## src/rtl/csa_pkg.sv

```systemverilog
// ----------------------------------------------------------------------------
// csa_pkg
//   Shared defaults for the pipelined carry-select adder.
//   CSA_N_DEFAULT     : default operand/sum width.
//   CSA_BLOCK_DEFAULT : default bits per carry-select block (one block/stage).
//   csa_stages()      : number of pipeline stages for a given width/block size.
//   Related build macro: CSA_SUB_EN (adds the subtract port on the top).
// ----------------------------------------------------------------------------
package csa_pkg;

   localparam int CSA_N_DEFAULT     = 32;
   localparam int CSA_BLOCK_DEFAULT = 8;

   // Width is required to be a whole number of blocks.
   function automatic int csa_stages(input int n, input int block);
      return n / block;
   endfunction

endpackage

```

## src/rtl/csa_block.sv

```systemverilog
// ----------------------------------------------------------------------------
// csa_block
//   Combinational carry-select block: two ripple-carry sums of the block
//   operands (carry-in 0 and carry-in 1), one selected by the incoming carry.
//   Ports:
//     i_a, i_b : W-bit block operands
//     i_cin    : carry into the block (selects the precomputed sum)
//     o_sum    : W-bit block sum
//     o_cout   : carry out of the block
//   Build macro CSA_SUB_EN has no effect here.
// ----------------------------------------------------------------------------
module csa_block
   import csa_pkg::*;
#(
   parameter int W = CSA_BLOCK_DEFAULT
) (
   input  logic [W-1:0] i_a,
   input  logic [W-1:0] i_b,
   input  logic         i_cin,
   output logic [W-1:0] o_sum,
   output logic         o_cout
);

   logic [W-1:0] w_sum0;
   logic [W-1:0] w_sum1;
   logic         w_cout0;
   logic         w_cout1;

   // Both ripple chains run in parallel; carries are block-local variables.
   always_comb begin
      logic c0;
      logic c1;
      c0     = 1'b0;
      c1     = 1'b1;
      w_sum0 = '0;
      w_sum1 = '0;
      for (int unsigned i = 0; i < W; i++) begin
         w_sum0[i] = i_a[i] ^ i_b[i] ^ c0;
         w_sum1[i] = i_a[i] ^ i_b[i] ^ c1;
         c0 = (i_a[i] & i_b[i]) | (c0 & (i_a[i] ^ i_b[i]));
         c1 = (i_a[i] & i_b[i]) | (c1 & (i_a[i] ^ i_b[i]));
      end
      w_cout0 = c0;
      w_cout1 = c1;
   end

   assign o_sum  = i_cin ? w_sum1  : w_sum0;
   assign o_cout = i_cin ? w_cout1 : w_cout0;

endmodule

```

## src/rtl/pipelined_carry_select_adder.sv

```systemverilog
// ----------------------------------------------------------------------------
// pipelined_carry_select_adder
//   N-bit adder split into STAGES = N/BLOCK carry-select blocks, one block per
//   pipeline stage, with a valid/ready handshake on both sides.
//   Ports:
//     clk, rst            : clock, synchronous active-high reset
//     in_valid / in_ready : input handshake (in_ready = pipeline advance)
//     A, B, cin           : operands and carry into bit 0
//     sub                 : (only with CSA_SUB_EN) 1 = A + ~B + 1, cin ignored
//     out_valid/out_ready : output handshake
//     S, cout, OF         : sum, carry out of bit N-1, two's-complement overflow
//   Build macro CSA_SUB_EN adds the sub port; without it sub behaves as 0.
//   Latency is STAGES cycles; all stages advance together when the output
//   slot is empty or being consumed.
// ----------------------------------------------------------------------------
module pipelined_carry_select_adder
   import csa_pkg::*;
#(
   parameter int N     = CSA_N_DEFAULT,
   parameter int BLOCK = CSA_BLOCK_DEFAULT
) (
   input  logic         clk,
   input  logic         rst,
   input  logic         in_valid,
   output logic         in_ready,
   input  logic [N-1:0] A,
   input  logic [N-1:0] B,
   input  logic         cin,
`ifdef CSA_SUB_EN
   input  logic         sub,
`endif
   output logic         out_valid,
   input  logic         out_ready,
   output logic [N-1:0] S,
   output logic         cout,
   output logic         OF
);

   localparam int STAGES = csa_stages(N, BLOCK);
   localparam int LAST   = STAGES - 1;

   // Per-stage registers: valid bit, block carry, accumulated sum bits and
   // the effective operands travelling with the transaction.
   logic         r_vld   [STAGES];
   logic         r_carry [STAGES];
   logic [N-1:0] r_sum   [STAGES];
   logic [N-1:0] r_a     [STAGES];
   logic [N-1:0] r_b     [STAGES];

   // Inputs seen by each stage's logic.
   logic         w_vld_in [STAGES];
   logic         w_c_in   [STAGES];
   logic [N-1:0] w_sum_in [STAGES];
   logic [N-1:0] w_a_in   [STAGES];
   logic [N-1:0] w_b_in   [STAGES];

   // Results of each stage's logic.
   logic [BLOCK-1:0] w_blk_sum [STAGES];
   logic             w_carry   [STAGES];
   logic [N-1:0]     w_sum     [STAGES];

   logic         w_sub;
   logic [N-1:0] w_b_eff;
   logic         w_cin_eff;
   logic         w_adv;

`ifdef CSA_SUB_EN
   assign w_sub = sub;
`else
   assign w_sub = 1'b0;
`endif

   // Subtraction folds into addition of ~B with a forced carry-in of 1.
   assign w_b_eff   = w_sub ? ~B : B;
   assign w_cin_eff = w_sub | cin;

   assign w_adv    = ~out_valid | out_ready;
   assign in_ready = w_adv;

   always_comb begin
      w_vld_in[0] = in_valid;
      w_c_in[0]   = w_cin_eff;
      w_sum_in[0] = '0;
      w_a_in[0]   = A;
      w_b_in[0]   = w_b_eff;
      for (int unsigned k = 1; k < STAGES; k++) begin
         w_vld_in[k] = r_vld[k-1];
         w_c_in[k]   = r_carry[k-1];
         w_sum_in[k] = r_sum[k-1];
         w_a_in[k]   = r_a[k-1];
         w_b_in[k]   = r_b[k-1];
      end
   end

   for (genvar k = 0; k < STAGES; k++) begin : g_stage
      logic [N-1:0] w_blk_ext;

      csa_block #(
         .W (BLOCK)
      ) u_blk (
         .i_a    (w_a_in[k][k*BLOCK +: BLOCK]),
         .i_b    (w_b_in[k][k*BLOCK +: BLOCK]),
         .i_cin  (w_c_in[k]),
         .o_sum  (w_blk_sum[k]),
         .o_cout (w_carry[k])
      );

      // Bits of block k are still zero in the incoming partial sum, so the
      // new block can be OR-ed into place.
      assign w_blk_ext = N'(w_blk_sum[k]);
      assign w_sum[k]  = w_sum_in[k] | (w_blk_ext << (k * BLOCK));
   end

   always_ff @(posedge clk) begin
      if (rst) begin
         for (int unsigned k = 0; k < STAGES; k++) begin
            r_vld[k]   <= 1'b0;
            r_carry[k] <= 1'b0;
            r_sum[k]   <= '0;
            r_a[k]     <= '0;
            r_b[k]     <= '0;
         end
      end else if (w_adv) begin
         for (int unsigned k = 0; k < STAGES; k++) begin
            r_vld[k]   <= w_vld_in[k];
            r_carry[k] <= w_carry[k];
            r_sum[k]   <= w_sum[k];
            r_a[k]     <= w_a_in[k];
            r_b[k]     <= w_b_in[k];
         end
      end
   end

   assign out_valid = r_vld[LAST];
   assign S         = r_sum[LAST];
   assign cout      = r_carry[LAST];
   assign OF        = (r_sum[LAST][N-1] ^ r_a[LAST][N-1]) &
                      ~(r_a[LAST][N-1] ^ r_b[LAST][N-1]);

endmodule

```

## config.mk

```make
export PLATFORM = sky130hd
export DESIGN_NAME = pipelined_carry_select_adder
export DESIGN_NICKNAME = d
export VERILOG_FILES = /design/src/rtl/csa_pkg.sv /design/src/rtl/csa_block.sv /design/src/rtl/pipelined_carry_select_adder.sv
export SDC_FILE = /design/constraint.sdc
export NUM_CORES = 1
export LEC_CHECK = 0
export CAP_MARGIN = 20
export CORE_MARGIN = 5
export CORE_UTILIZATION = 45
export CTS_CLUSTER_DIAMETER = 150
export DETAILED_ROUTE_END_ITERATION = 8
export GPL_TIMING_DRIVEN = 0
export HOLD_SLACK_MARGIN = 0.06
export PLACE_DENSITY_LB_ADDON = 0.2
export SETUP_SLACK_MARGIN = 0.2
export SLEW_MARGIN = 20
export SYNTH_ARGS = -nofsm -noshare
export SYNTH_HDL_FRONTEND = slang
export SYNTH_SLANG_ARGS = --single-unit
export TNS_END_PERCENT = 20
```

## constraint.sdc

```tcl
create_clock -name clk -period 15.13 [get_ports clk]
set_input_delay 3.7825 -clock clk [delete_from_list [all_inputs] [get_ports clk]]
set_output_delay 3.7825 -clock clk [all_outputs]
set_load 0.05 [all_outputs]
```

==> impl_metrics.yaml <==
status:
  status: "completed"
finish:
  final_cell_mix: "186 x edfxtp_1, 110 x nor3b_2, 103 x clkdlybuf4s50_1, 64 x nor3b_1, 28 x fa_1"
  drive_gt1_share_pct: 27.9
  syn2layout_area_growth_pct: 22.5
  final_common_cell: "edfxtp_1"
  layoutNonFillerInstCount: 890
  diodes: 0
  fin_nets: 723
  final_core_util_pct: 56.4
critical_path:
  cpMaxStageDelayCell: "clkdlybuf4s50_1"
  crit_buf_inv: 6
  crit_fanout: 10
  cp.depth: 7
  endpoint_kind: "output pin"
  cp_cell_sequence: "clkdlybuf4s50_1 > nor2b_1 > buf_6 > buf_6 > buf_6 > inv_1 > clkdlybuf4s50_1"
  reg2reg_slack_ns: 10.75
  critical_path.top_delay_family: "buffers and inverters"
  required_ns: 11.35
  start_kind: "primary input"
  cp.arrival_ns: 5.58
  rr_worst_depth: 12
  cp_common_cell: "buf_6"
  max_stage_delay_ns: 0.79
  worstSetupPathType: "primary input to output pin"
drt:
  drc: 0
  wl_per_cell_um: 18.8
  routed_wl_mm: 16.7
  drtIter0Drc: 306
  ant_nets: 0
  avgViaCountPerCell: 5.03
  vias: 4480
  drt_pass1_iterations: 4
cts:
  root_buffer: "clkbuf_16"
  clock_path_buffers: 2
  cts_buffers: 17
  clk_latency_ns: 0.42
  path_clk_slew_ns: 0.06
  cts_resized: 0
  htreeDepth: 4
  tritoncts: "built"
  hold_buffers: 0
  cts_num_sinks: 186
  cts_setup_buffers: 0
global_route:
  grt_overflow: 0
  grt_pass1_vias: 4776
  grt_max_degree: 57
  grt_first_pass_wirelength_mm: 26.1
  antenna_found_initial: 0
  grt_util_all_layers_pct: 15.7
power_and_ir_drop:
  finalPower_mw: 1.13
  p_leak_nw: 4.06
  power_density_nw_per_um2: 107
  ir_worst_vdd_mv: 0.0788
worst_hold_path:
  min_path_type: "flop to flop"
  hold_depth: 1
timing:
  min_period_ns: 9.36
  period_share_pct: 61.9
  worst-slew-pin-transition_ns: 0.793
  clock_skew_ns: 0.00933
  finalSetupViolCount: 0
  max-slew-margin-rel_pct: 47.1
  maxSlewViolCount: 0
  max_freq_mhz: 107
  rsz0062_at_grt: "no"
  hold_viol_final: 0
  fin_hold_ws_ns: 0.567
  tns_ns: 0
logic_synthesis:
  synth_warnings: 0
  yosysTopAreaCellShare_pct: 64.4
  ys_seq_area_share_pct: 64.4
  syn-num-nets: 598
  syn_area_sq_um: 8680
  yosys.area.top_type: "edfxtp_1"
  synth_area_leaders: "edfxtp_1 64%, nor3b_2 16%, fa_1 6.5%"
  syn_area_per_cell_sq_um: 17.6
  ys_seq_elements: 186
  synthCells: 493
  ys_types: 19
floorplanning:
  start_util_pct: 46.1
  rows: 50
  die_h_um: 149
  ioPinCount: 105
  die_w_um: 149
  die_area_sq_um: 22200
  coreArea_sq_um: 18800
placement:
  io_buffers: 103
  dp_hpwl_mm: 11.4
  place_inst: 859
  gp_congestion: 0.762
flow_run:
  drv_cap: 0
registers in the layout (all words and copies together) (netlist names):
name / count
r_sum: 80
r_a: 49
r_b: 49
r_carry: 4
r_vld: 4
cells in the mapped netlist:
cell type,number
nor3b_2,110
xnor2_1,4
nor2_1,3
nand3b_1,1
nor2b_1,1
nor3_1,11
buf_6,16
nand2b_1,2
mux2i_1,1
a21oi_1,3
inv_1,27
clkbuf_1,5
nor3b_1,64
nor3_2,1
buf_2,21
ha_1,8
o21ai_0,1
edfxtp_1,186
fa_1,28
kinds of logic after synthesis:
logic type	Yosys count	share of synthesized area, %
and+or+nand+nor	193	22.6
DFF	186	64.4
buffers and inverters	69	4.67
adders and majority gates	36	7.61
AOI/OAI and AO/OA	4	0.231
xor gates and xnor gates	4	0.404
muxes	1	0.115
path summary, 6_finish.rpt:
path         startpoint            to
max           out_ready      in_ready
min reg2reg  r_b[0][29]    r_b[1][29]
min          r_b[0][29]    r_b[1][29]
max reg2reg  r_b[1][16]  r_sum[2][23]
worst reg2reg max path, cell delays in order (launching register included):
cell      delay (ns)
edfxtp_1        0.39
ha_1            0.22
nor2_1          0.11
a21oi_1         0.07
fa_1            0.46
fa_1            0.46
fa_1            0.49
fa_1            0.48
fa_1            0.48
fa_1            0.42
inv_1           0.08
fa_1            0.39
nor3_1          0.18
metrics by stage:
step | instance area (sq um) | worst slack [ns]
after CTS | 10600 | 5.75
final | 10600 | 5.77
after detailed placement | 10100 | 5.75
after global routing | 10600 | 5.68
after floorplan | 8680 | 5.91
after global placement | 10000 | 4.11
report_power, final:
| group | internal (mW) | total (mW) | switching [mW] |
|---|---|---|---|
| combinational | 0.0595 | 0.120 | 0.0601 |
| sequential | 0.602 | 0.612 | 0.00991 |
| clock | 0.223 | 0.403 | 0.180 |
| total | 0.885 | 1.13 | 0.250 |
area by class of cell:
cell class / instances / area [sq um]
Tap cell: 260 / 325
Sequential cell: 186 / 5590
Multi-Input combinational cell: 238 / 2690
Clock buffer: 21 / 440
Fill cell: 1463 / 8200
Timing Repair Buffer: 106 / 1100
Buffer: 42 / 304
Inverter: 27 / 101
Clock inverter: 10 / 78.8
metal layers:
| layer | track usage (%) | part of all wire [%] | wire, um | vias up |
|---|---|---|---|---|
| li1 | - | - | - | 2065 |
| met1 | 20.3 | 43 | 7230 | 2307 |
| met2 | 26.3 | 52 | 8630 | 84 |
| met3 | 3.83 | 3.7 | 613 | 24 |
| met4 | 5.03 | 1.5 | 254 | 0 |
| met5 | 0 | 0 | 0 | - |
Power figures use the tool's default switching activity.
